File: src/rtl/reg_arb_pkg.sv
// Shared definitions for the shared-register write arbiter: state encoding and
// default sizing.
package reg_arb_pkg;

  localparam int unsigned N_REQ_DEFAULT  = 4;
  localparam int unsigned DATA_W_DEFAULT = 8;

  localparam logic [1:0] ST_IDLE  = 2'd0;
  localparam logic [1:0] ST_GRANT = 2'd1;
  localparam logic [1:0] ST_ACK   = 2'd2;

  typedef enum logic [1:0] {
    StIdle  = ST_IDLE,
    StGrant = ST_GRANT,
    StAck   = ST_ACK
  } state_e;

endpackage

File: src/rtl/rr_pick.sv
// Combinational round-robin pick: first set request bit at or after ptr,
// wrapping from N_REQ-1 back to 0 (N_REQ need not be a power of two).
module rr_pick
  import reg_arb_pkg::*;
#(
  parameter int unsigned N_REQ = N_REQ_DEFAULT,
  parameter int unsigned IDX_W = $clog2(N_REQ)
) (
  input  logic [N_REQ-1:0] req,
  input  logic [IDX_W-1:0] ptr,
  output logic [IDX_W-1:0] winner,
  output logic             any_req
);

  // One extra bit so ptr + k (at most 2*N_REQ-2) never overflows before the wrap.
  logic [IDX_W:0] idx;

  always_comb begin
    winner  = '0;
    any_req = 1'b0;
    idx     = '0;
    for (int unsigned k = 0; k < N_REQ; k++) begin
      idx = {1'b0, ptr} + (IDX_W + 1)'(k);
      if (idx >= (IDX_W + 1)'(N_REQ)) begin
        idx = idx - (IDX_W + 1)'(N_REQ);
      end
      if (!any_req && req[idx[IDX_W-1:0]]) begin
        any_req = 1'b1;
        winner  = idx[IDX_W-1:0];
      end
    end
  end

endmodule

File: src/rtl/reg_share_arbiter.sv
// Single shared register written by N_REQ requesters through a round-robin
// req/gnt/ack handshake; one committed write per three cycles at most.
module reg_share_arbiter
  import reg_arb_pkg::*;
#(
  parameter int unsigned N_REQ  = N_REQ_DEFAULT,
  parameter int unsigned DATA_W = DATA_W_DEFAULT,
  localparam int unsigned IDX_W = $clog2(N_REQ)
) (
  input  logic                    clk,
  input  logic                    rst,
  input  logic [N_REQ-1:0]        req,
  input  logic [N_REQ*DATA_W-1:0] wdata,
  output logic [N_REQ-1:0]        gnt,
  output logic [N_REQ-1:0]        ack,
  output logic [DATA_W-1:0]       data_out,
  output logic [IDX_W-1:0]        owner,
  output logic                    busy,
  output logic [7:0]              wr_count
);

  state_e                state_q, state_d;
  logic [IDX_W-1:0]      sel_q, sel_d;
  logic [IDX_W-1:0]      rr_ptr_q, rr_ptr_d;
  logic [IDX_W-1:0]      owner_q, owner_d;
  logic [DATA_W-1:0]     hold_q, hold_d;
  logic [DATA_W-1:0]     data_q, data_d;
  logic [N_REQ-1:0]      ack_q, ack_d;
  logic [7:0]            wr_count_q, wr_count_d;

  logic [IDX_W-1:0]      pick_winner;
  logic                  pick_any;
  logic [DATA_W-1:0]     words [N_REQ];

  for (genvar i = 0; i < N_REQ; i++) begin : g_words
    assign words[i] = wdata[i*DATA_W +: DATA_W];
  end

  rr_pick #(
    .N_REQ (N_REQ),
    .IDX_W (IDX_W)
  ) u_rr_pick (
    .req     (req),
    .ptr     (rr_ptr_q),
    .winner  (pick_winner),
    .any_req (pick_any)
  );

  always_comb begin
    state_d    = state_q;
    sel_d      = sel_q;
    rr_ptr_d   = rr_ptr_q;
    owner_d    = owner_q;
    hold_d     = hold_q;
    data_d     = data_q;
    ack_d      = '0;
    wr_count_d = wr_count_q;
    gnt        = '0;
    case (state_q)
      StGrant: begin
        gnt[sel_q] = 1'b1;
        if (req[sel_q]) begin
          data_d       = hold_q;
          owner_d      = sel_q;
          ack_d[sel_q] = 1'b1;
          wr_count_d   = wr_count_q + 8'd1;
          rr_ptr_d     = (sel_q == IDX_W'(N_REQ - 1)) ? '0 : sel_q + IDX_W'(1);
          state_d      = StAck;
        end else begin
          // Aborted: requester keeps its priority slot.
          state_d = StIdle;
        end
      end
      StAck: begin
        state_d = StIdle;
      end
      default: begin
        if (pick_any) begin
          sel_d   = pick_winner;
          hold_d  = words[pick_winner];
          state_d = StGrant;
        end
      end
    endcase
  end

  always_ff @(posedge clk) begin
    if (rst) begin
      state_q    <= StIdle;
      sel_q      <= '0;
      rr_ptr_q   <= '0;
      owner_q    <= '0;
      hold_q     <= '0;
      data_q     <= '0;
      ack_q      <= '0;
      wr_count_q <= '0;
    end else begin
      state_q    <= state_d;
      sel_q      <= sel_d;
      rr_ptr_q   <= rr_ptr_d;
      owner_q    <= owner_d;
      hold_q     <= hold_d;
      data_q     <= data_d;
      ack_q      <= ack_d;
      wr_count_q <= wr_count_d;
    end
  end

  assign ack      = ack_q;
  assign data_out = data_q;
  assign owner    = owner_q;
  assign wr_count = wr_count_q;
  assign busy     = (state_q == StGrant) || (state_q == StAck);

endmodule

File: config.mk
export PLATFORM = sky130hd
export DESIGN_NAME = reg_share_arbiter
export DESIGN_NICKNAME = d
export VERILOG_FILES = /design/src/rtl/reg_arb_pkg.sv /design/src/rtl/rr_pick.sv /design/src/rtl/reg_share_arbiter.sv
export SDC_FILE = /design/constraint.sdc
export NUM_CORES = 1
export LEC_CHECK = 0
export ABC_AREA = 1
export CORE_MARGIN = 2
export CORE_UTILIZATION = 40
export DETAILED_ROUTE_END_ITERATION = 8
export DONT_BUFFER_PORTS = 1
export PLACE_DENSITY = 0.57
export SLEW_MARGIN = 10
export SYNTH_ARGS = -nofsm -noshare
export SYNTH_HDL_FRONTEND = slang
export SYNTH_SLANG_ARGS = --single-unit
File: constraint.sdc
create_clock -name clk -period 1.55 [get_ports clk]
set_input_delay 0.2325 -clock clk [delete_from_list [all_inputs] [get_ports clk]]
set_output_delay 0.2325 -clock clk [all_outputs]
set_load 0.05 [all_outputs]
==> impl_metrics.json, run 1 <==
{
  "status": "complete, but fails checks",
  "violations": "negative setup slack",
  "crit_family": "simple AND/OR/NAND/NOR gates",
  "whs_ps": 15.7,
  "drtIter0Drc": 78,
  "slew_viol_final": 0,
  "combPwrFrac": 0.660,
  "worstSetupEndpointType": "flop",
  "cts-root-buf": "clkbuf_8",
  "dp_cells": 432,
  "p_int_mw": 3.43,
  "layout_commonest_cell": "nand2_1",
  "clk_path_buf_depth": 2,
  "nets": 435,
  "tightest_slew_ps": 537,
  "fin_ws_ps": -248,
  "die_w_um": 77.4,
  "worstSetupStartpointType": "flop",
  "p_leak_nw": 1.59,
  "htree_levels": 2,
  "peakVddDrop_uv": 1020,
  "synth.yosys.seq_area_share": 0.335,
  "rsz0062_at_grt": "yes",
  "grt_pass1_vias": 2144,
  "ys_ff_latch": 36,
  "drv_cap": 0,
  "antenna_found_initial": 0,
  "min_period_ps": 1800,
  "core_um2": 5140,
  "skew_ps": 4.21,
  "slowest_delay_ps": 420,
  "cp_num_buf_inv": 3,
  "start_util": 0.419,
  "worstPathCellList": "buf_12 > nand2_1 > nand2_2 > nand2_1 > nand2_1 > nand2_2 > nand2_2 > nand2_2 > nand2_4 > buf_12 > nand3_1 > nand3_1 > nand3_2 > nand2_1 > inv_1",
  "wl_mm": 6.37,
  "max_freq_mhz": 556,
  "layout-drive-gt1-share": 0.391,
  "cts_sinks": 36,
  "ys_warn_count": 0,
  "syn_to_final_growth_pct": 52.1,
  "io_buffer_count": 0,
  "grt_pass1_wl_mm": 9.86,
  "reg2reg_setup_slack_ps": -250,
  "period_share": 1.16,
  "numCtsBuffers": 5,
  "cts_tree": "done",
  "clk_pin_slew_worst_paths_ps": 80,
  "row_count": 26,
  "vias": 2247,
  "clkLatencyLatePin_ps": 290,
  "drc_errors": 0,
  "relSlewSlack": 0.642,
  "insertedDiodeCount": 0,
  "final_cells": 461,
  "netlist_area_um2": 2150,
  "place_congestion": 0.834,
  "powerDensity_nw_per_um2": 2080,
  "cp.arrival_ps": 1990,
  "nFillCells": 487,
  "final_cell_mix": "nand2_1 (59), inv_1 (45), nor2_1 (37)",
  "netSwitchingFraction": 0.498,
  "gr-total-overflow": 0,
  "hp-class": "in2reg",
  "hpwl_mm": 4.09,
  "power_switching_mw": 3.40,
  "worstPathRequired_ps": 1740,
  "avgSynthCellArea_um2": 6.33,
  "clock_power_share": 0.099,
  "first_pass_iters": 4,
  "synth_cell_types": 27,
  "wl_per_cell_um": 13.8,
  "grtUsageTotal": 0.206,
  "crit_slowest_cell": "dfxtp_4",
  "chipHeight_um": 77.4,
  "p_total_mw": 6.82,
  "timing.setup.tns_ps": -2060,
  "num_io_pins": 65,
  "grt_max_degree": 18,
  "seqPwrFrac": 0.241,
  "synth_nets": 385,
  "setup_viol": 12,
  "synthCells": 340,
  "viasPerCell": 4.87,
  "die_area_um2": 5990,
  "critPathKind": "reg2reg",
  "cp_max_fo": 6,
  "antenna_left": 0,
  "hold_violations": 0
}
-- flip-flops by register name, summed over array words and instances (netlist names) --
name,cells
hold_q,8
owner,2
wr_count,8
rr_ptr_q,2
state_q,2
ack,4
sel_q,2
data_out,8
-- metal layers --
layer	wire length (um)	vias up	part of all wire	GRT usage
met5	0	-	0	0
met1	2820	1020	0.44	0.257
li1	-	1167	-	-
met2	3200	56	0.50	0.362
met3	304	4	0.048	0.0419
met4	51	0	0.0080	0.0571
-- what timing repair did --
action | 4_1_cts | 5_1_grt
gates resized for setup | 61 | 68
setup endpoints to repair | 17 | 36
endpoints found under the hold margin | 2 | 0
pin swaps | 18 | 35
hold buffers | 1 | 0
setup buffers | 6 | 11
cloned | 3 | 2
-- power by group through the flow --
| stage | Combinational [mW] | Clock (mW) | Sequential, mW |
|---|---|---|---|
| finish | 4.50 | 0.676 | 1.64 |
| detailed placement | 3.13 | 0 | 1.60 |
| CTS | 3.72 | 0.698 | 1.62 |
| global route | 4.91 | 0.724 | 1.67 |
| floorplan | 2.16 | 0 | 1.69 |
| global placement | 3.11 | 0 | 1.60 |
-- metrics by stage --
stage          cell area (um2)  worst slack (ps)   util
2_1_floorplan             2190             -6.01      -
3_3_place_gp              2500              -186  0.486
3_5_place_dp              2500              -230  0.486
4_1_cts                   2900              -233  0.565
5_1_grt                   3280              -321  0.637
6_report                  3280              -248  0.637
-- final cells by class --
type / count / area (um2) / area share
multi-input cells: 236 / 1550 / 0.474
flip-flops and latches: 36 / 738 / 0.225
repair buffers: 51 / 534 / 0.163
inverters: 59 / 265 / 0.0810
well taps: 70 / 87.6 / 0.0267
clock buffers: 5 / 68.8 / 0.0210
clock inverters: 3 / 18.8 / 0.00573
repair inverters: 1 / 8.76 / 0.00267
-- synthesized netlist by cell type --
master    number  area share
o21ai_0       20       0.046
inv_2          4      0.0070
buf_1          1      0.0017
nand3_4        2       0.016
nor3_1         2      0.0046
buf_6          2       0.010
nand4_1        2      0.0058
buf_2          1      0.0023
nand2_2        9       0.026
nand2_4        1      0.0052
a31oi_1        1      0.0029
inv_1         54       0.094
o32ai_1        1      0.0041
clkinv_1       1      0.0017
nand2_1       85        0.15
nor2_1        42       0.073
a211oi_1       1      0.0035
nor2_8         1      0.0093
ha_1           7       0.041
o21ai_1        2      0.0046
nand3_2        2      0.0093
a21oi_1       14       0.033
o21a_1         1      0.0035
clkbuf_1       4      0.0070
nand3_1       42       0.098
dfxtp_1       36        0.33
buf_4          2      0.0070
-- final timing paths --
path                                               start                       end  cells past startpoint
worst max register to register  rr_ptr_q[0]$_SDFFE_PP0N_    hold_q[1]$_SDFFE_PP0P_                     15
worst min-delay path                                 rst     owner[0]$_SDFFE_PP0N_                      1
worst max-delay path            rr_ptr_q[0]$_SDFFE_PP0N_    hold_q[1]$_SDFFE_PP0P_                     15
worst min register to register  wr_count[7]$_SDFFE_PP0N_  wr_count[7]$_SDFFE_PP0N_                      1
-- cells by family (layout without fill, tap and decap cells) --
group	after synthesis	after routing	share of synthesized area
AOI/OAI and AO/OA	40	40	0.0976
DFF	36	36	0.335
adders and majority gates	7	7	0.0407
buffers and inverters	69	119	0.131
and+or+nand+nor	188	189	0.396
-- worst register-to-register path: stages (launching register included) --
cell and delay [ps]:
dfxtp_4 420, buf_12 150, nand2_1 70, nand2_2 110, nand2_1 70, nand2_1 70, nand2_2 80, nand2_2 100
nand2_2 60, nand2_4 100, buf_12 120, nand3_1 60, nand3_1 90, nand3_2 100, nand2_1 80, inv_1 40
(Power assumes the default switching activity.)
==> run 2, diff against run 1 <==
--- a/config.mk
+++ b/config.mk
@@ -6,8 +6,10 @@
 export NUM_CORES = 1
 export LEC_CHECK = 0
 export ABC_AREA = 1
+export CAP_MARGIN = 5
 export CORE_MARGIN = 2
 export CORE_UTILIZATION = 40
+export CTS_CLUSTER_DIAMETER = 100
 export DETAILED_ROUTE_END_ITERATION = 8
 export DONT_BUFFER_PORTS = 1
 export PLACE_DENSITY = 0.57
==> results of run 2 <==
No change in the layout: final DEF, timing and power equal those of run 1.
==> run 3, diff against run 2 <==
--- a/config.mk
+++ b/config.mk
@@ -8,11 +8,11 @@
 export ABC_AREA = 1
 export CAP_MARGIN = 5
 export CORE_MARGIN = 2
-export CORE_UTILIZATION = 40
+export CORE_UTILIZATION = 45
 export CTS_CLUSTER_DIAMETER = 100
 export DETAILED_ROUTE_END_ITERATION = 8
 export DONT_BUFFER_PORTS = 1
-export PLACE_DENSITY = 0.57
+export PLACE_DENSITY = 0.63
 export SLEW_MARGIN = 10
 export SYNTH_ARGS = -nofsm -noshare
 export SYNTH_HDL_FRONTEND = slang
==> impl_metrics.json, run 3 (same netlist as run 1, synthesis figures left out) <==
{
  "row_count": 25,
  "r2r_start": "rr_ptr_q[0]$_SDFFE_PP0N_",
  "worstPathCellList": "buf_12 > nand2_4 > nand2_4 > nand2_4 > nand2_4 > nor2_8 > nand3_4 > buf_12 > nand3_1 > nand2_1 > nand2_1 > nand3_1 > nand2_1 > inv_1",
  "worstReg2RegEnd": "hold_q[2]$_SDFFE_PP0P_",
  "grt_pass1_wl_mm": 9.25,
  "final_cells": 446,
  "rsz0062_at_grt": "yes",
  "layout-drive-gt1-share": 0.370,
  "grt_max_degree": 18,
  "whs_ps": 13.9,
  "cp_max_fo": 6,
  "timing.setup.tns_ps": -1810,
  "status": "complete, but fails checks",
  "nets": 436,
  "drv_cap": 0,
  "worstSetupStartpointType": "flop",
  "clk_pin_slew_worst_paths_ps": 70,
  "hpwl_mm": 4.02,
  "num_io_pins": 65,
  "netSwitchingFraction": 0.494,
  "min_period_ps": 1770,
  "first_pass_iters": 4,
  "io_buffer_count": 0,
  "skew_ps": 5.46,
  "setup_viol": 10,
  "crit_top_cell": "nand2_4",
  "violations": "negative setup slack",
  "viasPerCell": 5.11,
  "drtIter0Drc": 161,
  "reg2reg_setup_slack_ps": -220,
  "clk_path_buf_depth": 2,
  "gr-total-overflow": 0,
  "final_area_um2": 3160,
  "drc_errors": 0,
  "cp.arrival_ps": 1960,
  "crit_slowest_cell": "dfxtp_4",
  "p_leak_nw": 1.59,
  "power_switching_mw": 3.26,
  "clkLatencyLatePin_ps": 290,
  "max_freq_mhz": 565,
  "cts-root-buf": "clkbuf_8",
  "worstPathRequired_ps": 1740,
  "chipHeight_um": 73.2,
  "syn_to_final_growth_pct": 46.9,
  "layout_commonest_cell": "nand2_1",
  "final_cell_mix": "nand2_1 (62), inv_1 (44), nor2_1 (38), buf_4 (38), dfxtp_1 (30)",
  "insertedDiodeCount": 0,
  "hp-class": "in2reg",
  "core_um2": 4660,
  "rr_worst_depth": 14,
  "seqPwrFrac": 0.246,
  "fin_ws_ps": -221,
  "hold_violations": 0,
  "combPwrFrac": 0.631,
  "cts_tree": "done",
  "place_area_um2": 2500,
  "wl_per_cell_um": 13.6,
  "start_util": 0.462,
  "slowest_delay_ps": 370,
  "critPathKind": "reg2reg",
  "antenna_left": 0,
  "antenna_found_initial": 0,
  "wl_mm": 6.08,
  "vias": 2277,
  "grt_pass1_vias": 2128,
  "peakVddDrop_uv": 1080,
  "dp_cells": 423,
  "relSlewSlack": 0.634,
  "slew_viol_final": 0,
  "worstSetupEndpointType": "flop",
  "htree_levels": 2,
  "tightest_slew_ps": 549,
  "clock_power_share": 0.123,
  "p_int_mw": 3.34,
  "crit_path_end": "hold_q[2]$_SDFFE_PP0P_",
  "numCtsBuffers": 5,
  "powerDensity_nw_per_um2": 2080,
  "cts_sinks": 36,
  "grtUsageTotal": 0.223,
  "crit_start": "rr_ptr_q[0]$_SDFFE_PP0N_",
  "die_area_um2": 5350,
  "die_w_um": 73.2,
  "period_share": 1.14,
  "place_congestion": 0.933
}
[run 3: metrics by stage]
| step | power, mW | utilization | setup WS (ps) |
|---|---|---|---|
| final | 6.59 | 0.679 | -221 |
| after global routing | 7.11 | 0.679 | -334 |
| after floorplan | 3.85 | - | -6.01 |
| after global placement | 4.63 | 0.537 | -183 |
| after detailed placement | 4.65 | 0.537 | -224 |
| after CTS | 5.84 | 0.599 | -156 |
[run 3: routing by layer]
metal	part of all wire	GRT usage	routed length (um)	vias up
met5	0	0	0	-
met4	0.018	0.0823	111	0
met3	0.062	0.0511	380	10
met2	0.51	0.389	3120	67
met1	0.41	0.263	2480	1028
li1	-	-	-	1172
[run 3: critical path, delay by kind of cell (launching register included)]
kind                   cells  cell delay (ps)
flip-flops                 1              370
buffers and inverters      3              380
AND/OR/NAND/NOR           11              910
[run 3: layout make-up]
type | count | area [um2]
clock inverters | 2 | 35.0
multi-input cells | 238 | 1530
fillers | 398 | 1500
inverters | 59 | 251
well taps | 54 | 67.6
repair buffers | 51 | 474
flip-flops and latches | 36 | 733
clock buffers | 6 | 72.6
[run 3: how the worst min path moves through the flow]
stage | cells after the start | slack, ps | to | start
2_1_floorplan | 1 | 350 | state_q[1]$_SDFFE_PP0P_ | rst
3_3_place_gp | 1 | 300 | rr_ptr_q[0]$_SDFFE_PP0N_ | rst
3_5_place_dp | 1 | 300 | rr_ptr_q[0]$_SDFFE_PP0N_ | rst
4_1_cts | 1 | 1 | sel_q[0]$_SDFFE_PP0P_ | rst
5_1_grt | 1 | 3 | owner[0]$_SDFFE_PP0N_ | rst
6_report | 1 | 10 | owner[0]$_SDFFE_PP0N_ | rst
[run 3: power by group through the flow]
stage / Sequential [mW] / Combinational, mW / Clock [mW]
floorplan: 1.69 / 2.16 / 0
global placement: 1.60 / 3.03 / 0
detailed placement: 1.61 / 3.04 / 0
CTS: 1.59 / 3.41 / 0.834
global route: 1.65 / 4.60 / 0.867
finish: 1.62 / 4.16 / 0.811
[run 3: repair_timing]
| item | CTS | global route |
|---|---|---|
| gates cloned | 1 | 4 |
| pin swaps | 6 | 31 |
| gates resized for setup | 36 | 70 |
| endpoints found under the hold margin | 1 | 1 |
| hold buffers | 1 | 1 |
| setup buffers | 4 | 4 |
| endpoints found under the setup margin | 17 | 21 |
